File: config.mk
export PLATFORM = sky130hd
export DESIGN_NAME = sdram_burst_writer
export DESIGN_NICKNAME = d
export VERILOG_FILES = /design/src/rtl/la_pkg.sv /design/src/rtl/sdram_burst_writer.sv
export SDC_FILE = /design/constraint.sdc
export NUM_CORES = 1
export LEC_CHECK = 0
export BUFFER_PORTS_ARGS = -buffer_cell sky130_fd_sc_hd__buf_2
export CAP_MARGIN = 10
export CORE_AREA = 2 2 265 267
export CTS_BUF_LIST = sky130_fd_sc_hd__clkbuf_16
export CTS_CLUSTER_SIZE = 28
export DETAILED_ROUTE_END_ITERATION = 10
export DIE_AREA = 0 0 267 269
export PLACE_DENSITY_LB_ADDON = 0.1
export REMOVE_ABC_BUFFERS = 1
export SETUP_SLACK_MARGIN = 0.05
export SLEW_MARGIN = 0
export SYNTH_ARGS = -nofsm -noshare
export SYNTH_HDL_FRONTEND = slang
export SYNTH_SLANG_ARGS = --single-unit
export TNS_END_PERCENT = 20
File: constraint.sdc
create_clock -name clk -period 6.9 [get_ports clk]
set_input_delay 0.69 -clock clk [delete_from_list [all_inputs] [get_ports clk]]
set_output_delay 0.69 -clock clk [all_outputs]
set_load 0.005 [all_outputs]
File: src/rtl/la_pkg.sv
// Shared definitions for the logic-analyser SDRAM capture path: writer FSM
// states and the f2h_sdram0 Avalon-MM port widths.
package la_pkg;

    localparam int unsigned SDRAM_DATA_W = 256;
    localparam int unsigned SDRAM_BE_W   = 32;
    localparam int unsigned BURSTCOUNT_W = 8;
    localparam int unsigned LEVEL_W      = 9;

    typedef enum logic [1:0] {
        ST_IDLE,
        ST_WAIT_DATA,
        ST_BURST,
        ST_DONE
    } wr_state_e;

endpackage

File: src/rtl/sdram_burst_writer.sv
// Drains the capture FIFO into an SDRAM buffer as Avalon-MM burst writes.
// Define LA_BURST_WRITER_RING_EN to run the buffer as a ring until stop.
module sdram_burst_writer
    import la_pkg::*;
#(
    parameter int unsigned BURST_LEN = 8,
    parameter int unsigned ADDR_W    = 27
) (
    input  logic                    clk,
    input  logic                    reset,
    input  logic                    start,
    input  logic                    stop,
    input  logic [ADDR_W-1:0]       base_addr,
    input  logic [ADDR_W-1:0]       buf_words,
    input  logic [SDRAM_DATA_W-1:0] in_data,
    input  logic                    in_valid,
    output logic                    in_ready,
    input  logic [LEVEL_W-1:0]      in_level,
    output logic [ADDR_W-1:0]       avm_address,
    output logic [BURSTCOUNT_W-1:0] avm_burstcount,
    output logic                    avm_write,
    output logic [SDRAM_DATA_W-1:0] avm_writedata,
    output logic [SDRAM_BE_W-1:0]   avm_byteenable,
    input  logic                    avm_waitrequest,
    output logic                    busy,
    output logic                    done,
    output logic                    wrapped,
    output logic [ADDR_W-1:0]       wr_offset
);

    wr_state_e               r_state;
    wr_state_e               w_next;
    logic [ADDR_W-1:0]       r_base;
    logic [ADDR_W-1:0]       r_buf_words;
    logic [ADDR_W-1:0]       r_wr_offset;
    logic                    r_wrapped;
    logic                    r_stop;
    logic [ADDR_W-1:0]       r_addr;
    logic [BURSTCOUNT_W-1:0] r_bcount;
    logic [BURSTCOUNT_W-1:0] r_beat;

    logic [ADDR_W-1:0]       w_remaining;
    logic [BURSTCOUNT_W-1:0] w_len;
    logic                    w_issue;
    logic [BURSTCOUNT_W-1:0] w_issue_len;
    logic                    w_accept;
    logic                    w_last;
    logic [ADDR_W-1:0]       w_next_off;
    logic                    w_buf_full;
    logic                    w_idle_like;
    logic                    w_busy;

    assign w_idle_like = (r_state == ST_IDLE) || (r_state == ST_DONE);
    assign w_busy      = (r_state == ST_WAIT_DATA) || (r_state == ST_BURST);

    // Next burst never crosses the end of the buffer.
    assign w_remaining = r_buf_words - r_wr_offset;
    assign w_len       = (w_remaining >= ADDR_W'(BURST_LEN)) ? BURSTCOUNT_W'(BURST_LEN)
                                                             : w_remaining[BURSTCOUNT_W-1:0];

    assign w_accept   = avm_write && !avm_waitrequest;
    assign w_last     = w_accept && (r_beat == r_bcount - 1'b1);
    assign w_next_off = r_wr_offset + {{(ADDR_W-BURSTCOUNT_W){1'b0}}, r_bcount};
    assign w_buf_full = (w_next_off == r_buf_words);

    always_ff @(posedge clk or posedge reset) begin
        if (reset) begin
            r_state <= ST_IDLE;
        end else begin
            r_state <= w_next;
        end
    end

    always_comb begin
        w_next      = r_state;
        w_issue     = 1'b0;
        w_issue_len = '0;
        case (r_state)
            ST_IDLE, ST_DONE: begin
                if (start) begin
                    w_next = ST_WAIT_DATA;
                end
            end
            ST_WAIT_DATA: begin
                if ({1'b0, w_len} <= in_level) begin
                    w_next      = ST_BURST;
                    w_issue     = 1'b1;
                    w_issue_len = w_len;
                end else if (r_stop) begin
                    if (in_level == '0) begin
                        w_next = ST_DONE;
                    end else begin
                        w_next      = ST_BURST;
                        w_issue     = 1'b1;
                        w_issue_len = in_level[BURSTCOUNT_W-1:0];
                    end
                end
            end
            ST_BURST: begin
                if (w_last) begin
`ifdef LA_BURST_WRITER_RING_EN
                    w_next = ST_WAIT_DATA;
`else
                    w_next = w_buf_full ? ST_DONE : ST_WAIT_DATA;
`endif
                end
            end
            default: w_next = ST_IDLE;
        endcase
    end

    always_ff @(posedge clk or posedge reset) begin
        if (reset) begin
            r_base      <= '0;
            r_buf_words <= '0;
            r_wr_offset <= '0;
            r_wrapped   <= 1'b0;
            r_stop      <= 1'b0;
            r_addr      <= '0;
            r_bcount    <= '0;
            r_beat      <= '0;
        end else begin
            if (w_idle_like && start) begin
                r_base      <= base_addr;
                r_buf_words <= buf_words;
                r_wr_offset <= '0;
                r_wrapped   <= 1'b0;
                r_stop      <= 1'b0;
            end else if (w_busy && stop) begin
                r_stop <= 1'b1;
            end

            if (w_issue) begin
                r_addr   <= r_base + r_wr_offset;
                r_bcount <= w_issue_len;
                r_beat   <= '0;
            end

            if (w_accept) begin
                r_beat <= r_beat + 1'b1;
            end

            if (w_last) begin
`ifdef LA_BURST_WRITER_RING_EN
                if (w_buf_full) begin
                    r_wr_offset <= '0;
                    r_wrapped   <= 1'b1;
                end else begin
                    r_wr_offset <= w_next_off;
                end
`else
                r_wr_offset <= w_next_off;
`endif
            end
        end
    end

    assign avm_write      = (r_state == ST_BURST) && in_valid;
    assign in_ready       = (r_state == ST_BURST) && !avm_waitrequest;
    assign avm_writedata  = in_data;
    assign avm_byteenable = '1;
    assign avm_address    = r_addr;
    assign avm_burstcount = r_bcount;
    assign busy           = w_busy;
    assign done           = (r_state == ST_DONE);
    assign wrapped        = r_wrapped;
    assign wr_offset      = r_wr_offset;

endmodule

==> flow_summary_export.csv <==
group,metric,value,unit
run_status,outcome,"finished clean",
clocking,clkSinkCount,127,
synth,yosys_warnings,0,
die,ioPinCount,680,
power,vdd_ir_drop_max,0.000173,V
clocking,cts-resized-gates,0,
sta,finalClockSkew,0.0151,ns
sta,slew_headroom,0.304,
worst_setup_path,r2r_start,"wr_offset[17]$_DFFE_PP0P_",
routing,vias,10991,
synth,ys_ff_latch,127,
synth,synth_top_family_by_area,"buffers and inverters",
synth,synth_fa_ha_area_frac,0.0796,
routing,routedWlPerCell,54.8,µm
sta,tightestPinTransition,1.04,ns
placement,portBuffers,134,
synth,async_flop_share,1.00,
die,die_area,0.0718,mm²
synth,yosys.area_share.simple,0.158,
final_layout,drive_gt1_frac,0.208,
synth,seq_area_frac_synth,0.260,
final_layout,fin_nets,1735,
sta,period_share,0.932,
synth,avgSynthCellArea,8.44,µm²
synth,synth_mux_area_frac,0.0674,
die,coreArea,0.0693,mm²
global_route,grt_pass1_wl,149000,µm
synth,synth_xor_area_frac,0.0530,
routing,drc,0,
die,start_util,0.177,
sta,rsz0062_at_grt,"no",
final_layout,layout_commonest_cell,"buf_2",
synth,synthCells,1449,
global_route,grt_pass1_vias,10233,
clocking,clockRootBuffer,"clkbuf_16",
routing,drt_iter0_markers,886,
sta,min_period,6.43,ns
placement,gp_congestion,1.20,
sta,hold_viol,0,
power,p_per_area,419,mW/mm²
worst_setup_path,cp-end-kind,"flip-flop",
final_layout,final_cell_count_no_fill,2288,
worst_hold_path,hold_class,"in2async",
routing,postRouteAntennaNets,0,
clocking,cts_hold_buffers,0,
sta,max_clock_freq,156,MHz
sta,fin_tns_setup,0,ns
die,die_h,269,µm
synth,ys.flop_type,"dfrtp_1",
synth,netlist_area,0.0122,mm²
worst_setup_path,critical_path_class,"reg2reg",
clocking,insertion_delay,0.50,ns
routing,via_per_inst,4.80,
run,drv_cap,0,
worst_setup_path,required,7.28,ns
placement,placed_cells,2255,
sta,drv_slew,0,
worst_setup_path,arrival,6.81,ns
final_layout,layout_common_cells,"134 x buf_2, 127 x dfrtp_1, 107 x nand2_1",
global_route,grt_use_total,0.344,
global_route,grt_max_degree,68,
worst_setup_path,worst_setup_path_start_kind,"flip-flop",
sta,final-setup-viol-count,0,
routing,wl,125000,µm
global_route,grt-ovfl-total,0,
worst_setup_path,cp-startpoint,"wr_offset[17]$_DFFE_PP0P_",
clocking,postCtsSetupBuffers,0,
power,p_leak,5.43,nW
die,die_x,267,µm
clocking,clk_pin_slew,0.07,ns
synth,ys_types,79,
worst_setup_path,reg2reg_slack,0.47,ns
clocking,h-tree-depth,4,
clocking,numCtsBuffers,17,
worst_setup_path,cp_max_fo,10,
placement,dpl.hpwl,115000,µm
synth,synth_edf_count,0,
clocking,cts_buffer_depth,2,
die,num_rows,97,
synth,synth_compound_area_frac,0.171,
routing,first_pass_iters,5,
global_route,antenna_found_initial,3,
clocking,cts_tree,"done",
final_layout,area_growth,4.27,%
## synthesized netlist by cell type, types with 4 or more instances
master / number / area share
mux2i_1: 16 / 0.013
nor3b_1: 4 / 0.0025
a31oi_1: 10 / 0.0051
nand2_1: 109 / 0.033
dfrtp_1: 127 / 0.26
o22ai_1: 5 / 0.0026
and2_1: 5 / 0.0026
buf_4: 289 / 0.18
buf_1: 6 / 0.0018
a21o_1: 25 / 0.015
a211oi_1: 15 / 0.0092
nand2b_1: 26 / 0.013
ha_1: 73 / 0.075
mux2_2: 59 / 0.054
o2111ai_1: 7 / 0.0050
or3_1: 4 / 0.0020
inv_1: 59 / 0.018
nor2_1: 66 / 0.020
xnor2_1: 44 / 0.032
a2111oi_0: 7 / 0.0050
nand3b_1: 6 / 0.0037
nand4_1: 25 / 0.013
o21bai_1: 5 / 0.0031
or2_2: 5 / 0.0026
or4_1: 4 / 0.0025
a211o_1: 4 / 0.0029
buf_2: 4 / 0.0016
and4_1: 6 / 0.0043
o211ai_1: 8 / 0.0049
nor4_1: 13 / 0.0066
o21a_1: 12 / 0.0074
a21oi_1: 74 / 0.030
clkbuf_1: 35 / 0.011
and3_1: 8 / 0.0041
o31ai_1: 18 / 0.011
o21ai_0: 94 / 0.038
nor2b_1: 18 / 0.0092
nor3_1: 26 / 0.011
nand3_1: 44 / 0.018
xor2_1: 30 / 0.021
## metal layers
layer / vias to the layer above / share of wire / track usage
li1: 4581 / - / -
met2: 1010 / 0.42 / 0.512
met1: 5158 / 0.20 / 0.196
met3: 212 / 0.25 / 0.411
met5: - / 0.013 / 0.166
met4: 30 / 0.11 / 0.312
## per-stage QoR
stage / utilization / hold WS, ns / setup WS [ns] / cell area [µm²] / power (mW)
3_5_place_dp: 0.175 / 0.469 / 0.477 / 12100 / 4.30
5_1_grt: 0.184 / 0.340 / 0.130 / 12800 / 5.71
6_report: 0.184 / 0.276 / 0.472 / 12800 / 5.34
4_1_cts: 0.184 / 0.302 / 0.461 / 12800 / 5.38
2_1_floorplan: - / 0.463 / 0.834 / 10000 / 3.16
3_3_place_gp: 0.175 / 0.463 / 0.619 / 12100 / 4.34
## cell families (layout without fill, tap and decap cells)
kind of cell             after synthesis  count (layout)
buffers and inverters                394             257
AND/OR/NAND/NOR                      380             380
AO/OA/AOI/OAI                        321             321
flip-flops                           127             127
adder cells (fa/ha/maj)               76              76
multiplexers                          75              75
XOR/XNOR                              74              74
other                                  2              38
## state kept, by name, indices dropped and copies added, names as in the netlist
signal and flops:
avm_burstcount 8, r_base 27, avm_address 27, r_buf_words 27, r_stop 1, wr_offset 27
r_state 2, r_beat 8
## report_power, final
part / internal [mW] / switching (mW)
Sequential: 1.02 / 0.349
Combinational: 1.18 / 1.76
Clock: 0.602 / 0.426
## worst max-delay path, stage by stage (launching register included)
cell       delay [ns]
dfrtp_1          0.50
inv_1            0.17
ha_1             0.48
a211oi_2         0.60
a21o_1           0.25
mux2_2           0.35
or4_1            0.52
a21oi_1          0.18
nand4_2          0.14
nor4_4           0.31
nand3_2          0.19
or2_2            0.32
ha_1             0.19
nor2b_1          0.12
o21a_1           0.12
o21a_1           0.10
o21a_1           0.10
o21ai_0          0.06
a2111oi_0        0.52
o21ai_0          0.22
and2_1           0.41
buf_4            0.27
nand3b_1         0.09
nand2_1          0.06
## final timing paths
check,endpoint,cells after the start
worst max-delay path,avm_address[4]$_DFFE_PP0P_,23
worst min-delay path,avm_address[8]$_DFFE_PP0P_,2
worst max register to register,avm_address[4]$_DFFE_PP0P_,23
worst min register to register,avm_address[15]$_DFFE_PP0P_,2
max in group asynchronous,r_beat[0]$_DFFE_PP0P_,3
min in group clk,r_base[25]$_DFFE_PP0P_,2
## final cells by class
class / instances / area, µm²
sequential: 127 / 3180
tap: 940 / 1180
multi-input combinational: 963 / 6630
clock inverter: 15 / 195
timing repair buffer: 166 / 923
clock buffer: 17 / 425
fill: 7864 / 56500
antenna: 1 / 2.50
inverter: 59 / 226
(Power assumes the default switching activity.)
